## config.mk

```make
export PLATFORM = sky130hd
export DESIGN_NAME = alu_share_ctrl_flat
export DESIGN_NICKNAME = d
export VERILOG_FILES = /design/src/rtl/alu_pkg.sv /design/src/rtl/alu_share_ctrl_if.sv /design/src/rtl/rr_arb2.sv /design/src/rtl/alu_share_ctrl.sv /design/src/flat_wrapper.sv
export SDC_FILE = /design/constraint.sdc
export NUM_CORES = 1
export LEC_CHECK = 0
export CAP_MARGIN = 20
export CORE_UTILIZATION = 37
export CTS_CLUSTER_SIZE = 28
export DETAILED_ROUTE_END_ITERATION = 8
export PLACE_DENSITY_LB_ADDON = 0.3
export SETUP_SLACK_MARGIN = 0.5
export SYNTH_ARGS = -nofsm -noshare
export SYNTH_HDL_FRONTEND = slang
export SYNTH_SLANG_ARGS = --single-unit
```

## constraint.sdc

```tcl
create_clock -name clk -period 1.5 [get_ports clk]
set_input_delay 0.3 -clock clk [delete_from_list [all_inputs] [get_ports clk]]
set_output_delay 0.3 -clock clk [all_outputs]
set_load 0.02 [all_outputs]
```

## src/rtl/alu_pkg.sv

```systemverilog
// Shared definitions for the ALU sharing controller: opcodes, FSM state
// encoding, the ALU flag bundle and the controller debug view.
package alu_pkg;

   localparam logic [2:0] OP_ADDU = 3'b000;
   localparam logic [2:0] OP_SUBU = 3'b001;
   localparam logic [2:0] OP_ADDS = 3'b010;
   localparam logic [2:0] OP_AND  = 3'b100;
   localparam logic [2:0] OP_OR   = 3'b101;
   localparam logic [2:0] OP_XOR  = 3'b110;
   localparam logic [2:0] OP_SHR1 = 3'b111;

   typedef logic [1:0] state_t;
   localparam state_t ST_IDLE = 2'd0;
   localparam state_t ST_WAIT = 2'd1;
   localparam state_t ST_RESP = 2'd2;

   typedef struct packed {
      logic carryout;
      logic overflow;
      logic zero;
   } alu_flags_t;

   typedef struct packed {
      state_t state;
      logic   ptr;
   } dbg_t;

endpackage

```

## src/rtl/alu_share_ctrl_if.sv

```systemverilog
// Request/response bundle between the issue logic (master) and the ALU
// sharing controller (slave).
interface alu_share_ctrl_if #(
   parameter int NUMBITS = 8
);
   // Both channels: a transfer happens on a rising edge where valid and ready
   // are both high; a response, once valid, holds its payload until then.
   logic [1:0]         req_valid;
   logic [1:0]         req_ready;
   logic [NUMBITS-1:0] req_a0;
   logic [NUMBITS-1:0] req_b0;
   logic [NUMBITS-1:0] req_a1;
   logic [NUMBITS-1:0] req_b1;
   logic [2:0]         req_op0;
   logic [2:0]         req_op1;
   logic               rsp_valid;
   logic               rsp_ready;
   logic               rsp_id;
   logic [NUMBITS-1:0] rsp_result;
   logic               rsp_carryout;
   logic               rsp_overflow;
   logic               rsp_zero;

   modport master (
      output req_valid, req_a0, req_b0, req_a1, req_b1, req_op0, req_op1,
      input  req_ready,
      input  rsp_valid, rsp_id, rsp_result, rsp_carryout, rsp_overflow, rsp_zero,
      output rsp_ready
   );

   modport slave (
      input  req_valid, req_a0, req_b0, req_a1, req_b1, req_op0, req_op1,
      output req_ready,
      output rsp_valid, rsp_id, rsp_result, rsp_carryout, rsp_overflow, rsp_zero,
      input  rsp_ready
   );

endinterface

```

## src/rtl/rr_arb2.sv

```systemverilog
// Two-input round-robin arbiter; ptr names the requester that wins a tie.
module rr_arb2 (
   input  logic       clk,
   input  logic       reset,
   input  logic [1:0] req,
   input  logic       advance,
   output logic [1:0] grant,
   output logic       ptr
);

   always_comb begin
      grant = req;
      if (req == 2'b11) grant = ptr ? 2'b10 : 2'b01;
   end

   // The pointer always moves to the requester that did not just win.
   always_ff @(posedge clk or negedge reset) begin
      if (!reset)       ptr <= 1'b0;
      else if (advance) ptr <= grant[0];
   end

endmodule

```

## src/rtl/alu_share_ctrl.sv

```systemverilog
// Shares one registered ALU between two requesters (IDLE -> WAIT -> RESP).
// Optional 16-bit saturating grant counters: define ALU_SHARE_STATS_EN.
module alu_share_ctrl
   import alu_pkg::*;
#(
   parameter int NUMBITS = 8,
   parameter int ALU_LAT = 1
) (
   input  logic               clk,
   input  logic               reset,
   alu_share_ctrl_if.slave    bus,
   output logic [NUMBITS-1:0] alu_A,
   output logic [NUMBITS-1:0] alu_B,
   output logic [2:0]         alu_opcode,
   input  logic [NUMBITS-1:0] alu_result,
   input  logic               alu_carryout,
   input  logic               alu_overflow,
   input  logic               alu_zero,
   output dbg_t               dbg
`ifdef ALU_SHARE_STATS_EN
   ,
   output logic [15:0]        grant_cnt0,
   output logic [15:0]        grant_cnt1
`endif
);

   localparam logic [2:0] LAT3 = 3'(ALU_LAT);

   state_t     state;
   logic [2:0] cnt;
   logic       id_q;
   logic [1:0] grant;
   logic       ptr;
   logic       accept;
   alu_flags_t alu_flags;

   rr_arb2 u_arb (
      .clk     (clk),
      .reset   (reset),
      .req     (bus.req_valid & {2{state == ST_IDLE}}),
      .advance (accept),
      .grant   (grant),
      .ptr     (ptr)
   );

   assign accept        = |grant;
   assign bus.req_ready = grant;
   assign alu_flags     = '{carryout: alu_carryout, overflow: alu_overflow, zero: alu_zero};
   assign dbg           = '{state: state, ptr: ptr};

   always_ff @(posedge clk or negedge reset) begin
      if (!reset) begin
         state            <= ST_IDLE;
         cnt              <= '0;
         id_q             <= 1'b0;
         alu_A            <= '0;
         alu_B            <= '0;
         alu_opcode       <= '0;
         bus.rsp_valid    <= 1'b0;
         bus.rsp_id       <= 1'b0;
         bus.rsp_result   <= '0;
         bus.rsp_carryout <= 1'b0;
         bus.rsp_overflow <= 1'b0;
         bus.rsp_zero     <= 1'b0;
      end else begin
         case (state)
            ST_IDLE: begin
               if (accept) begin
                  if (grant[1]) begin
                     alu_A      <= bus.req_a1;
                     alu_B      <= bus.req_b1;
                     alu_opcode <= bus.req_op1;
                     id_q       <= 1'b1;
                  end else begin
                     alu_A      <= bus.req_a0;
                     alu_B      <= bus.req_b0;
                     alu_opcode <= bus.req_op0;
                     id_q       <= 1'b0;
                  end
                  cnt   <= LAT3;
                  state <= ST_WAIT;
               end
            end
            // One extra WAIT cycle after the count expires lets the ALU
            // output settle before it is sampled.
            ST_WAIT: begin
               if (cnt == 3'd0) begin
                  bus.rsp_result   <= alu_result;
                  bus.rsp_carryout <= alu_flags.carryout;
                  bus.rsp_overflow <= alu_flags.overflow;
                  bus.rsp_zero     <= alu_flags.zero;
                  bus.rsp_id       <= id_q;
                  bus.rsp_valid    <= 1'b1;
                  state            <= ST_RESP;
               end else begin
                  cnt <= cnt - 3'd1;
               end
            end
            ST_RESP: begin
               if (bus.rsp_ready) begin
                  bus.rsp_valid <= 1'b0;
                  state         <= ST_IDLE;
               end
            end
            default: state <= ST_IDLE;
         endcase
      end
   end

`ifdef ALU_SHARE_STATS_EN
   always_ff @(posedge clk or negedge reset) begin
      if (!reset) begin
         grant_cnt0 <= '0;
         grant_cnt1 <= '0;
      end else begin
         if (grant[0] && grant_cnt0 != 16'hFFFF) grant_cnt0 <= grant_cnt0 + 16'd1;
         if (grant[1] && grant_cnt1 != 16'hFFFF) grant_cnt1 <= grant_cnt1 + 16'd1;
      end
   end
`endif

endmodule

```

## src/flat_wrapper.sv

```systemverilog
// flat-port wrapper written by rule: the top's interface ports become plain ports
module alu_share_ctrl_flat import alu_pkg::*;
#(
   parameter int NUMBITS = 8,
   parameter int ALU_LAT = 1
)
  (clk, reset, alu_A, alu_B, alu_opcode, alu_result, alu_carryout, alu_overflow, alu_zero, dbg, bus_req_valid, bus_req_a0, bus_req_b0, bus_req_a1, bus_req_b1, bus_req_op0, bus_req_op1, bus_req_ready, bus_rsp_valid, bus_rsp_id, bus_rsp_result, bus_rsp_carryout, bus_rsp_overflow, bus_rsp_zero, bus_rsp_ready);
  alu_share_ctrl_if #(.NUMBITS(NUMBITS)) bus_i ();
  input  logic clk;
  input  logic reset;
  output logic [NUMBITS-1:0] alu_A;
  output logic [NUMBITS-1:0] alu_B;
  output logic [2:0] alu_opcode;
  input  logic [NUMBITS-1:0] alu_result;
  input  logic alu_carryout;
  input  logic alu_overflow;
  input  logic alu_zero;
  output dbg_t dbg;
  input wire logic [$bits(bus_i.req_valid)-1:0] bus_req_valid;
  input wire logic [$bits(bus_i.req_a0)-1:0] bus_req_a0;
  input wire logic [$bits(bus_i.req_b0)-1:0] bus_req_b0;
  input wire logic [$bits(bus_i.req_a1)-1:0] bus_req_a1;
  input wire logic [$bits(bus_i.req_b1)-1:0] bus_req_b1;
  input wire logic [$bits(bus_i.req_op0)-1:0] bus_req_op0;
  input wire logic [$bits(bus_i.req_op1)-1:0] bus_req_op1;
  output wire logic [$bits(bus_i.req_ready)-1:0] bus_req_ready;
  output wire logic [$bits(bus_i.rsp_valid)-1:0] bus_rsp_valid;
  output wire logic [$bits(bus_i.rsp_id)-1:0] bus_rsp_id;
  output wire logic [$bits(bus_i.rsp_result)-1:0] bus_rsp_result;
  output wire logic [$bits(bus_i.rsp_carryout)-1:0] bus_rsp_carryout;
  output wire logic [$bits(bus_i.rsp_overflow)-1:0] bus_rsp_overflow;
  output wire logic [$bits(bus_i.rsp_zero)-1:0] bus_rsp_zero;
  input wire logic [$bits(bus_i.rsp_ready)-1:0] bus_rsp_ready;
  assign bus_i.req_valid = bus_req_valid;
  assign bus_i.req_a0 = bus_req_a0;
  assign bus_i.req_b0 = bus_req_b0;
  assign bus_i.req_a1 = bus_req_a1;
  assign bus_i.req_b1 = bus_req_b1;
  assign bus_i.req_op0 = bus_req_op0;
  assign bus_i.req_op1 = bus_req_op1;
  assign bus_req_ready = bus_i.req_ready;
  assign bus_rsp_valid = bus_i.rsp_valid;
  assign bus_rsp_id = bus_i.rsp_id;
  assign bus_rsp_result = bus_i.rsp_result;
  assign bus_rsp_carryout = bus_i.rsp_carryout;
  assign bus_rsp_overflow = bus_i.rsp_overflow;
  assign bus_rsp_zero = bus_i.rsp_zero;
  assign bus_i.rsp_ready = bus_rsp_ready;
  alu_share_ctrl #(.NUMBITS(NUMBITS), .ALU_LAT(ALU_LAT)) u_core (.clk(clk), .reset(reset), .bus(bus_i), .alu_A(alu_A), .alu_B(alu_B), .alu_opcode(alu_opcode), .alu_result(alu_result), .alu_carryout(alu_carryout), .alu_overflow(alu_overflow), .alu_zero(alu_zero), .dbg(dbg));
endmodule
```

=== Yosys cells after proc, flatten, opt, wreduce, memory -nomap -nowiden ===
Index checks and enable logic that the tools add are counted.

* Register bits after elaboration: 39
* Bits of input ports: 54
* Output and inout port bits: 37

* $add $sub $neg: 1
* Eq/ne operators: 7
* Mux-type cells: 16
* Bitwise gates (word level): 1
* Reductions and logical operators: 10

{| class="wikitable"
|+ Operators by type and width
! cell !! count
|-
| $mux W8 || 2
|-
| $mux W2 || 5
|-
| $mux W3 || 3
|-
| $reduce_and A3 Y1 || 3
|-
| $pmux W2 S3 || 1
|-
| $pmux W3 S2 || 1
|-
| $eq A2 B2 Y1 const B || 2
|-
| $ne A2 B1 Y1 const B || 2
|-
| $ne A2 B2 Y1 const B || 2
|-
| $reduce_and A2 Y1 || 2
|-
| $reduce_bool A2 Y1 || 2
|-
| $logic_not A3 Y1 || 1
|-
| $mux W1 || 3
|-
| $sub A3 B1 Y3 const B || 1
|-
| $and A2 B2 Y2 || 1
|-
| $eq A2 B1 Y1 const B || 1
|-
| $logic_not A2 Y1 || 1
|-
| $pmux W1 S2 || 1
|-
| $reduce_or A2 Y1 || 1
|}

=== Logic depth before layout (Yosys ltp) ===
Gate-level depths: netlist of run 1.

* Depth after elaboration: 7
* Gate-level depth with buffers: 7
* Mapped depth without buffers: 6

=== By module ===
A second synthesis of run 1 with hierarchy kept.

* Cell total of the unflattened synthesis: 152
* Area total of the unflattened synthesis: 1813.0 um^2

{| class="wikitable"
|+ Modules (own cells, without submodules)
! module !! instances !! cells each !! area each (um^2)
|-
| alu_share_ctrl || 1 || 147 || 1750.4
|-
| rr_arb2 || 1 || 5 || 62.6
|}

=== Least setup slack after synthesis of run 1 ===
Ideal clock, no wire load.

* Path kind: register to register
* Start: register u_core.cnt[0]
* End: register u_core.bus.rsp_carryout
* Setup time: 125 ps
* Data arrival time: 1462 ps
* Path slack: -87 ps
* Cell stages (with the launch flop): 8
* Period minus slack after synthesis: 1587 ps
* Cells stage by stage: dfrtp_1 inv_1 ha_1 ha_1 nor2b_2 nand2_2 buf_6 mux2_4

* Cells in the longest elaborated chain, start to end: 2

{| class="wikitable"
|+ RTL lines
! element !! line !! source
|-
| from (decl) || alu_share_ctrl.sv:30 || <nowiki>logic [2:0] cnt;</nowiki>
|-
| from (signal assigned) || alu_share_ctrl.sv:96 || <nowiki>cnt <= cnt - 3'd1;</nowiki>
|-
| $logic_not A3 Y1 || alu_share_ctrl.sv:87 || <nowiki>if (cnt == 3'd0) begin</nowiki>
|-
| $reduce_and A2 Y1 (no source line) || n/a ||
|-
| to (signal assigned) || alu_share_ctrl.sv:89 || <nowiki>bus.rsp_carryout <= alu_flags.carryout;</nowiki>
|-
| to (decl) || alu_share_ctrl_if.sv:34 || <nowiki>output rsp_valid, rsp_id, rsp_result, rsp_carryout, rsp_overflow, rsp_zero,</nowiki>
|}

Every way passes these cells.
A chain may end at the register's enable or synchronous reset.

=== Worst setup path after layout of run 1 ===
* Start: register u_core.state[0]
* End: output bus_req_ready[1]

* Cells in the longest elaborated chain, start to end: 4

{| class="wikitable"
|+ RTL lines
! element !! line !! source
|-
| from (decl) || alu_share_ctrl.sv:29 || <nowiki>state_t state;</nowiki>
|-
| from (signal assigned) || alu_share_ctrl.sv:53 || <nowiki>state <= ST_IDLE;</nowiki>
|-
| from (signal assigned) || alu_share_ctrl.sv:81 || <nowiki>state <= ST_WAIT;</nowiki>
|-
| from (signal assigned) || alu_share_ctrl.sv:94 || <nowiki>state <= ST_RESP;</nowiki>
|-
| $logic_not A2 Y1 (*) || alu_share_ctrl.sv:40 || <nowiki>.req (bus.req_valid & {2{state == ST_IDLE}}),</nowiki>
|-
| $and A2 B2 Y2 (*) || alu_share_ctrl.sv:40 ||
|-
| $eq A2 B2 Y1 || rr_arb2.sv:13 || <nowiki>if (req == 2'b11) grant = ptr ? 2'b10 : 2'b01;</nowiki>
|-
| $mux W2 (*) || rr_arb2.sv:13 ||
|-
| to (decl) || flat_wrapper.sv:26 || <nowiki>output wire logic [$bits(bus_i.req_ready)-1:0] bus_req_ready;</nowiki>
|}

Every way passes the cells marked *; elsewhere a longest branch is shown, timed or not.

==> results_dict.tcl, run 1 <==
set metrics [dict create \
    status "finished with violations" \
    violations "negative setup slack" \
    cts_root_buffer "clkbuf_8" \
    n_antenna_cell 0 \
    cpPeakStageDelay_ns 0.43 \
    clk_pin_slew_ns 0.08 \
    layout_common_cells "50 x clkdlybuf4s50_1, 47 x buf_6, 41 x buf_4" \
    cp_cell_sequence "nor2_4 > and3_4 > buf_6" \
    grt_start_max_net_pins 29 \
    cts_tree "done" \
    routabilityCongestion 0.764 \
    multiInputGateArea_um2 995 \
    drc 0 \
    clk_latency_ns 0.29 \
    port_buffers 90 \
    cp_slowest_cell "dfrtp_2" \
    path_max_fanout 4 \
    synth_edf_count 0 \
    ys_types 30 \
    pre_cts_slack_ns -0.525 \
    cellPowerDensity_mw_per_mm2 2360 \
    drtIter0Drc 92 \
    htreeDepth 2 \
    maxCapViolCount 0 \
    drt_wl_total_mm 6.94 \
    cts.sinks 39 \
    synthArstFlopShare 1.00 \
    crit_type "reg2out" \
    ant_nets 0 \
    vdd_drop_max_uv 1550 \
    r2r.worst_path.cells 7 \
    drt-pass1-iter-count 4 \
    rr_startpoint "u_core.cnt[0]$_DFFE_PN0P_" \
    fin_skew_ns 0.00561 \
    worst_hold_slack_ns 0.423 \
    cts_inserted_buffers 5 \
    regArea_um2 978 \
    end_kind "primary output" \
    r2r_setup_slack_ns -0.01 \
    syn_avg_cell_area_um2 10.8 \
    crit_required_ns 1.20 \
    cp.arrival_ns 1.26 \
    final_hold_viol_count 0 \
    core_mm2 0.00482 \
    max_slew_margin 0.493 \
    worst_pin_slew_ns 0.759 \
    worst_setup_path_start_kind "register" \
    cts_buffer_depth 2 \
    antenna_found_initial 0 \
    ios 91 \
    finalSetupViolCount 9 \
    start_util 0.395 \
    postSynthCellCount 176 \
    layout-drive-gt1-share 0.512 \
    rsz0062_at_grt "yes" \
    finalNetCount 377 \
    yosysWarnings 0 \
    grt_pass1_vias 1965 \
    final_common_cell "clkdlybuf4s50_1" \
    die_y_um 73.7 \
    seq_area_frac_synth 0.513 \
    worstReg2RegEnd "u_core.bus.rsp_carryout$_DFFE_PN0P_" \
    min_path_type "in2async" \
    vias_per_cell 5.42 \
    hpwl_mm 3.72 \
    setup_tns_ns -0.125 \
    syn-num-nets 232 \
    finalCritPeriodShare 1.04 \
    die_area_mm2 0.00543 \
    routedWlPerCell_um 17.8 \
    fp.dieW_um 73.7 \
    route.vias.total 2110 \
    grt_usage 0.221 \
    rows 25 \
    nFillCells 309 \
    drv_slew 0 \
    setup_slack_ns -0.0566 \
    area_delta_synth_final_pct 101 \
    max_freq_mhz 642 \
    period_needed_ns 1.56 \
    synthesis.area_mm2 0.00190 \
    leakage_uw 0.00168 \
    synth.ff_latch_count 39 \
    dominantRegCellSynth "dfrtp_1" \
    grt_pass1_wl_mm 9.06 \
    overflow 0 \
]
[critical path: cells and delay by family, from the launching register on]
kind          cells  cell delay [ns]
flops             1             0.43
buf+inv           1             0.12
simple gates      2             0.41
[area by class of cell]
class / count / share of cell area
clock buffer: 8 / 0.0262
inverter: 4 / 0.00393
multi-input combinational: 116 / 0.260
sequential: 39 / 0.256
tap: 67 / 0.0219
timing repair buffer: 155 / 0.432
[power breakdown]
group | total [uW] | switching [uW] | internal [uW]
Sequential | 2030 | 423 | 1610
Clock | 779 | 360 | 420
Combinational | 6210 | 2620 | 3590
Total | 9010 | 3400 | 5620
[kinds of logic (layout without fill, tap and decap cells)]
group | after synthesis | count (layout) | share of synthesized area
fa+ha+maj | 2 | 2 | 0.0132
buf+inv | 21 | 167 | 0.0599
flops | 39 | 39 | 0.513
compound gates | 45 | 45 | 0.152
mux | 13 | 13 | 0.0941
simple gates | 56 | 56 | 0.167
[flip-flops by register name, summed over array words and instances (netlist names)]
signal / cells
u_core.bus.rsp_overflow: 1
u_core.u_arb.ptr: 1
u_core.cnt: 3
u_core.state: 2
u_core.alu_opcode: 3
u_core.bus.rsp_valid: 1
u_core.alu_A: 8
u_core.id_q: 1
u_core.bus.rsp_id: 1
u_core.bus.rsp_carryout: 1
u_core.bus.rsp_result: 8
u_core.alu_B: 8
u_core.bus.rsp_zero: 1
[what timing repair did]
action                                 in CTS  in global routing
cloned                                      2                  4
hold buffers                                1                  0
endpoints found under the hold margin      11                  0
setup endpoints to repair                  76                 76
gates resized for setup                   244                 45
setup buffers                              14                 26
pin swaps                                   9                 42
[worst max path at each step]
stage,startpoint,endpoint,slack (ns)
CTS,u_core.state[1]$_DFFE_PN0P_,bus_req_ready[0],-0.005
finish,u_core.state[0]$_DFFE_PN0P_,bus_req_ready[1],-0.06
floorplan,u_core.cnt[1]$_DFFE_PN0P_,u_core.bus.rsp_carryout$_DFFE_PN0P_,0.01
global route,u_core.state[0]$_DFFE_PN0P_,bus_req_ready[1],-0.09
detailed placement,bus_req_valid[1],bus_req_ready[1],-0.53
global placement,bus_req_valid[1],bus_req_ready[1],-0.51
[cells in the mapped netlist, types with 2 or more instances]
master | instances | area (um^2)
nor2_1 | 3 | 11.3
nand2_1 | 4 | 15.0
mux2_4 | 9 | 135
mux2_2 | 3 | 33.8
buf_4 | 2 | 15.0
nand2b_1 | 2 | 12.5
o21ai_1 | 10 | 50.1
nand4_1 | 19 | 119
a21o_1 | 2 | 15.0
nor2_2 | 2 | 12.5
dfrtp_1 | 39 | 976
ha_1 | 2 | 25.0
inv_1 | 4 | 15.0
buf_2 | 10 | 50.1
nand3_1 | 19 | 95.1
o21ai_0 | 10 | 50.1
o211ai_1 | 19 | 143
o2bb2ai_1 | 2 | 17.5
clkbuf_1 | 3 | 11.3
buf_6 | 2 | 22.5
[per-layer routing]
metal / track usage / wire [um] / vias up
li1: - / - / 947
met4: 0.0833 / 283 / 0
met2: 0.396 / 3530 / 105
met5: 0 / 0 / -
met1: 0.252 / 2580 / 1031
met3: 0.0576 / 537 / 27
[stage by stage]
stage | total power, uW | std cells | utilization | area (um^2)
after floorplan | 4220 | 176 | - | 1950
after global placement | 5740 | 334 | 0.618 | 2980
after detailed placement | 5840 | 334 | 0.618 | 2980
after CTS | 7600 | 359 | 0.696 | 3350
after global routing | 9480 | 389 | 0.794 | 3820
final | 9010 | 389 | 0.794 | 3820
Power figures use the tool's default switching activity.
==> inputs of run 2 (changes only) <==
--- a/config.mk
+++ b/config.mk
@@ -6,7 +6,9 @@
 export NUM_CORES = 1
 export LEC_CHECK = 0
 export CAP_MARGIN = 20
-export CORE_UTILIZATION = 37
+export CELL_PAD_IN_SITES_DETAIL_PLACEMENT = 1
+export CELL_PAD_IN_SITES_GLOBAL_PLACEMENT = 1
+export CORE_UTILIZATION = 27
 export CTS_CLUSTER_SIZE = 28
 export DETAILED_ROUTE_END_ITERATION = 8
 export PLACE_DENSITY_LB_ADDON = 0.3
==> run 2 against run 1 <==
  * Largest power group unchanged
  * Worst hold slack lost 0.51 ns
  * Critical path depth stayed put
  * Clock power up 14%
  * Non-clock buffer count is 21 lower
  * Global-route usage shrank 5.1 points
  * Die area up 36%
  * Via count is 8.7% lower
  * Maximum frequency up 2.3%
  * The flow finishes with violations (negative hold slack, negative setup slack)
  * Clock skew grew 0.0033 ns
  * Largest cell class unchanged
  * Final cell count rose by 2.1%
  * Wire length down 9.1%
  * Design area down 9.5%
==> results_dict.tcl, run 2 (same netlist as run 1, synthesis figures left out) <==
set metrics [dict create \
    status "finished with violations" \
    violations "negative hold slack, negative setup slack" \
    final_hold_viol_count 15 \
    drt-pass1-iter-count 6 \
    worst_pin_slew_ns 0.380 \
    rows 30 \
    finalSetupViolCount 10 \
    grt_pass1_wl_mm 9.81 \
    start_util 0.280 \
    pre_cts_slack_ns -0.493 \
    finalCritPeriodShare 1.01 \
    vdd_drop_max_uv 1070 \
    layout_common_cells "51 x clkdlybuf4s50_1, 45 x buf_6, 37 x dfrtp_1" \
    worst_setup_path_start_kind "register" \
    layout-drive-gt1-share 0.405 \
    cp.arrival_ns 1.22 \
    period_needed_ns 1.52 \
    core_mm2 0.00679 \
    path_max_fanout 3 \
    end_kind "primary output" \
    cts.sinks 39 \
    route.vias.total 1926 \
    max_freq_mhz 657 \
    die_y_um 85.9 \
    ios 91 \
    vias_per_cell 4.85 \
    area_delta_synth_final_pct 82.0 \
    ant_nets 0 \
    cts_buffer_depth 2 \
    maxCapViolCount 0 \
    routedWlPerCell_um 15.9 \
    finalNetCount 356 \
    cts_tree "done" \
    setup_slack_ns -0.0213 \
    cellPowerDensity_mw_per_mm2 2210 \
    top_regs "u_core.alu_A (8), u_core.alu_B (8), u_core.bus.rsp_result (8)" \
    port_buffers 90 \
    cts_inserted_buffers 5 \
    fin_skew_ns 0.00895 \
    final_common_cell "clkdlybuf4s50_1" \
    hpwl_mm 4.31 \
    grt_start_max_net_pins 41 \
    drt_wl_total_mm 6.31 \
    drv_slew 0 \
    routabilityCongestion 0.780 \
    die_area_mm2 0.00738 \
    n_antenna_cell 0 \
    drtIter0Drc 39 \
    crit_type "reg2out" \
    htreeDepth 2 \
    leakage_uw 0.00151 \
    drc 0 \
    crit_required_ns 1.20 \
    min_path_type "in2async" \
    grt_pass1_vias 2002 \
    worst_hold_slack_ns -0.0874 \
    antenna_found_initial 0 \
    grt_usage 0.171 \
    fp.dieW_um 85.9 \
    rsz0062_at_grt "yes" \
    clk_pin_slew_ns 0.08 \
    max_slew_margin 0.747 \
    overflow 0 \
    clk_latency_ns 0.30 \
    cts_root_buffer "clkbuf_8" \
]
## run 2: power breakdown
part	switching, uW	internal, uW	leakage (uW)
combinational	2160	2570	0.000985
sequential	396	1600	0.000465
clock	394	496	0.0000581
total	2950	4670	0.00151
## run 2: worst paths after layout
path | from | endpoint | slack, ns | cells past startpoint
setup / recovery | u_core.state[1]$_DFFE_PN0P_ | bus_req_ready[1] | -0.02 | 3
hold reg to reg | u_core.cnt[2]$_DFFE_PN0P_ | u_core.cnt[2]$_DFFE_PN0P_ | 0.49 | 1
max in group asynchronous | reset | u_core.alu_A[5]$_DFFE_PN0P_ | 1.01 | 2
setup reg to reg | u_core.cnt[0]$_DFFE_PN0P_ | u_core.bus.rsp_carryout$_DFFE_PN0P_ | -0.01 | 7
hold / removal | reset | u_core.bus.rsp_result[5]$_DFFE_PN0P_ | -0.09 | 1
min in group clk | u_core.cnt[2]$_DFFE_PN0P_ | u_core.cnt[2]$_DFFE_PN0P_ | 0.49 | 1
## run 2: layer usage
| layer | global-route usage | vias up | part of all wire |
|---|---|---|---|
| li1 | - | 900 | - |
| met1 | 0.220 | 957 | 0.44 |
| met2 | 0.291 | 60 | 0.51 |
| met3 | 0.0308 | 9 | 0.032 |
| met4 | 0.0530 | 0 | 0.012 |
| met5 | 0 | - | 0 |
## run 2: layout make-up
| class | count | area, um^2 |
|---|---|---|
| fillers | 718 | 3340 |
| repair buffers | 134 | 1330 |
| flip-flops and latches | 39 | 978 |
| multi-input cells | 116 | 906 |
| well taps | 96 | 120 |
| clock buffers | 5 | 68.8 |
| clock inverters | 3 | 43.8 |
| inverters | 4 | 15.0 |
## run 2: worst max-delay path, stage by stage (launching register included)
cell and delay [ns]:
dfrtp_2 0.43, nor2_4 0.17, and3_4 0.22, buf_6 0.12
## run 2: timing repair
item,CTS,global route
gates cloned,0,0
endpoints found under the hold margin,15,15
resized for setup,244,5
buffers inserted,11,11
endpoints found under the setup margin,76,76
pin swaps,7,4
## run 2: stage by stage
stage | instance area (um^2) | utilization | total power (uW) | instances | setup TNS, ns
floorplan | 1950 | - | 4220 | 176 | 0
global placement | 3040 | 0.447 | 5830 | 367 | -10.92
detailed placement | 3040 | 0.447 | 5950 | 367 | -12.24
CTS | 3350 | 0.493 | 7450 | 386 | -0.180
global route | 3460 | 0.509 | 8090 | 397 | -1.43
finish | 3460 | 0.509 | 7630 | 397 | -0.0935
==> RTL change, RTL diff (settings of run 1) <==
`NUMBITS` is set to 8 in 3 places; all go to 7.
--- a/src/rtl/alu_share_ctrl_if.sv
+++ b/src/rtl/alu_share_ctrl_if.sv
@@ -1,7 +1,7 @@
 // Request/response bundle between the issue logic (master) and the ALU
 // sharing controller (slave).
 interface alu_share_ctrl_if #(
-   parameter int NUMBITS = 8
+   parameter int NUMBITS = 7
 );
    // Both channels: a transfer happens on a rising edge where valid and ready
    // are both high; a response, once valid, holds its payload until then.
--- a/src/rtl/alu_share_ctrl.sv
+++ b/src/rtl/alu_share_ctrl.sv
@@ -3,7 +3,7 @@
 module alu_share_ctrl
    import alu_pkg::*;
 #(
-   parameter int NUMBITS = 8,
+   parameter int NUMBITS = 7,
    parameter int ALU_LAT = 1
 ) (
    input  logic               clk,
--- a/src/flat_wrapper.sv
+++ b/src/flat_wrapper.sv
@@ -1,7 +1,7 @@
 // flat-port wrapper written by rule: the top's interface ports become plain ports
 module alu_share_ctrl_flat import alu_pkg::*;
 #(
-   parameter int NUMBITS = 8,
+   parameter int NUMBITS = 7,
    parameter int ALU_LAT = 1
 )
   (clk, reset, alu_A, alu_B, alu_opcode, alu_result, alu_carryout, alu_overflow, alu_zero, dbg, bus_req_valid, bus_req_a0, bus_req_b0, bus_req_a1, bus_req_b1, bus_req_op0, bus_req_op1, bus_req_ready, bus_rsp_valid, bus_rsp_id, bus_rsp_result, bus_rsp_carryout, bus_rsp_overflow, bus_rsp_zero, bus_rsp_ready);
Interface: changed (8 resized); port bits go from 91 to 83. No check against the original RTL was run, so the function may have changed too.
==> RTL change against run 1 <==
  * The run ends with DRC, setup timing left
  * Clock power up 9.2%
  * Utilization down 5.1 points
  * Global-route usage down 0.55 points
  * Design area down 14%
  * Sequential cell count down 3
  * Fmax up 1.2%
  * Worst setup slack better by 0.018 ns
  * Critical path depth up 3
  * Power down 16%
  * Count of clock-buffer cells in the layout down 3
  * Synthesized area down 8.7%
  * Routed wire length down 20%
  * Critical path type is now reg -> reg
==> RTL change: results (changes against run 1) <==
Status
  – Result of the run: finished with violations (unchanged)
  – Violations in the final reports: DRC, setup timing (was setup timing)

Timing
  – Setup violations, final: 1 (was 9)
  – Final setup slack of the worst path: -0.0381 ns (was -0.0566 ns)
  – Clock Skew: 0.00403 ns (was 0.00561 ns)
  – Aggregate negative setup slack: -0.0381 ns (was -0.125 ns)

Route
  – Number of search-and-repair iterations in the first detailed-routing pass: 6 (was 4)
  – Final wirelength: 5520 um (was 6940 um)
  – Remaining DRCs: 17 (was 0)
  – 1st-iter DRT viols: 155 (was 92)

Placement
  – Number of buffers added on ports: 82 (was 90)
  – Detailed-placement wirelength estimate: 3500 um (was 3720 um)
  – RD Place Congestion: 0.759 (was 0.764)

Global route
  – Global-route wire length before repair: 8410 um (was 9060 um)
  – GRT Util Overall: 21.6% (was 22.1%)

Yosys
  – Synth unique cells: 28 (was 30)
  – Net count after synthesis: 215 (was 232)
  – Portion of the post-synthesis area used by sequential elements: 51.9% (was 51.3%)

Pwr
  – Lkg Pwr: 1.44 nW (was 1.68 nW)
  – Maximum VDD drop: 1.27 mV (was 1.55 mV)
  – Net switching fraction of the power: 38.1% (was 37.7%)

Cells and area
  – Largest registers: u_core.alu_A (7), u_core.alu_B (7), u_core.bus.rsp_result (7) (was u_core.alu_A (8), u_core.alu_B (8), u_core.bus.rsp_result (8))
  – Sequential cell area: 903 um^2 (was 978 um^2)
  – Fillcell total: 304 (was 309)
  – Count of nets after finishing: 340 (was 377)

Critical path
  – Worst Path Max Fanout: 8 (was 4)
  – Arrival time of the worst setup path: 1.69 ns (was 1.26 ns)
-- RTL change: cell types whose count changed in the layout (fill, tap and decap cells not counted), moves of 3 or more --
cell / change
sky130_fd_sc_hd__nand3_1: +4
sky130_fd_sc_hd__dfrtp_1: -3
sky130_fd_sc_hd__buf_6: -6
sky130_fd_sc_hd__buf_12: -3
sky130_fd_sc_hd__nand3_2: -6
sky130_fd_sc_hd__clkbuf_16: -3
sky130_fd_sc_hd__clkdlybuf4s50_1: -5
sky130_fd_sc_hd__mux2_2: +8
sky130_fd_sc_hd__mux2_4: -9
-- RTL change: power by group through the flow --
| stage | registers [W] | clock network [W] | logic (W) |
|---|---|---|---|
| 2_1_floorplan | 0.00228 | 0 | 0.00160 |
| 3_3_place_gp | 0.00173 | 0 | 0.00349 |
| 3_5_place_dp | 0.00175 | 0 | 0.00357 |
| 4_1_cts | 0.00181 | 0.000867 | 0.00402 |
| 5_1_grt | 0.00188 | 0.000913 | 0.00518 |
| 6_report | 0.00182 | 0.000851 | 0.00487 |
-- RTL change: cell type report --
class	count	share of cell area [%]
Multi-Input combinational cell	108	26.5
Inverter	4	0.455
Timing Repair Buffer	134	40.3
Clock inverter	3	1.29
Sequential cell	36	27.4
Tap cell	52	1.97
Clock buffer	5	2.08
-- RTL change: per-layer routing --
| layer | global-route usage (%) | part of all wire [%] | vias up |
|---|---|---|---|
| met4 | 5.90 | 0.67 | 0 |
| li1 | - | - | 861 |
| met5 | 0 | 0 | - |
| met3 | 5.34 | 7.1 | 4 |
| met2 | 34.4 | 49 | 73 |
| met1 | 29.2 | 43 | 870 |
-- RTL change: worst paths after layout --
kind	cells past startpoint	to
max	6	u_core.alu_A[6]
min	2	u_core.alu_B[1]
max reg2reg	6	u_core.alu_A[6]
min reg2reg	1	u_core.id_q
max in group asynchronous	3	u_core.state[0]
min in group clk	1	u_core.id_q
-- RTL change: worst max-delay path, delay by kind of cell, from the launching register on --
kind,cells,cell delay [ns]
buf+inv,3,0.41
simple gates,1,0.28
compound gates,2,0.28
flops,1,0.43
-- RTL change: cells by family after synthesis --
group	Yosys count	synth area share [%]
muxes	12	7.71
and+or+nand+nor	52	16.6
adders and majority gates	2	1.44
buffers and inverters	21	7.35
AOI/OAI and AO/OA	41	15.0
DFF	36	51.9
-- RTL change: timing repair --
action,in CTS,in global routing
cloned,1,1
resized for setup,215,34
pin swaps,6,21
endpoints found under the setup margin,70,78
hold buffers,1,0
endpoints found under the hold margin,14,0
buffers inserted,11,21
-- RTL change: stage by stage --
step	worst slack, ns	instances	power [W]	hold WS, ns
after floorplan	0.0345	164	0.00388	0.00441
after global placement	-0.476	299	0.00522	0.239
after detailed placement	-0.490	299	0.00531	0.241
after CTS	0.0136	320	0.00669	0.476
after global routing	-0.0755	342	0.00797	0.459
final	-0.0381	342	0.00755	0.446
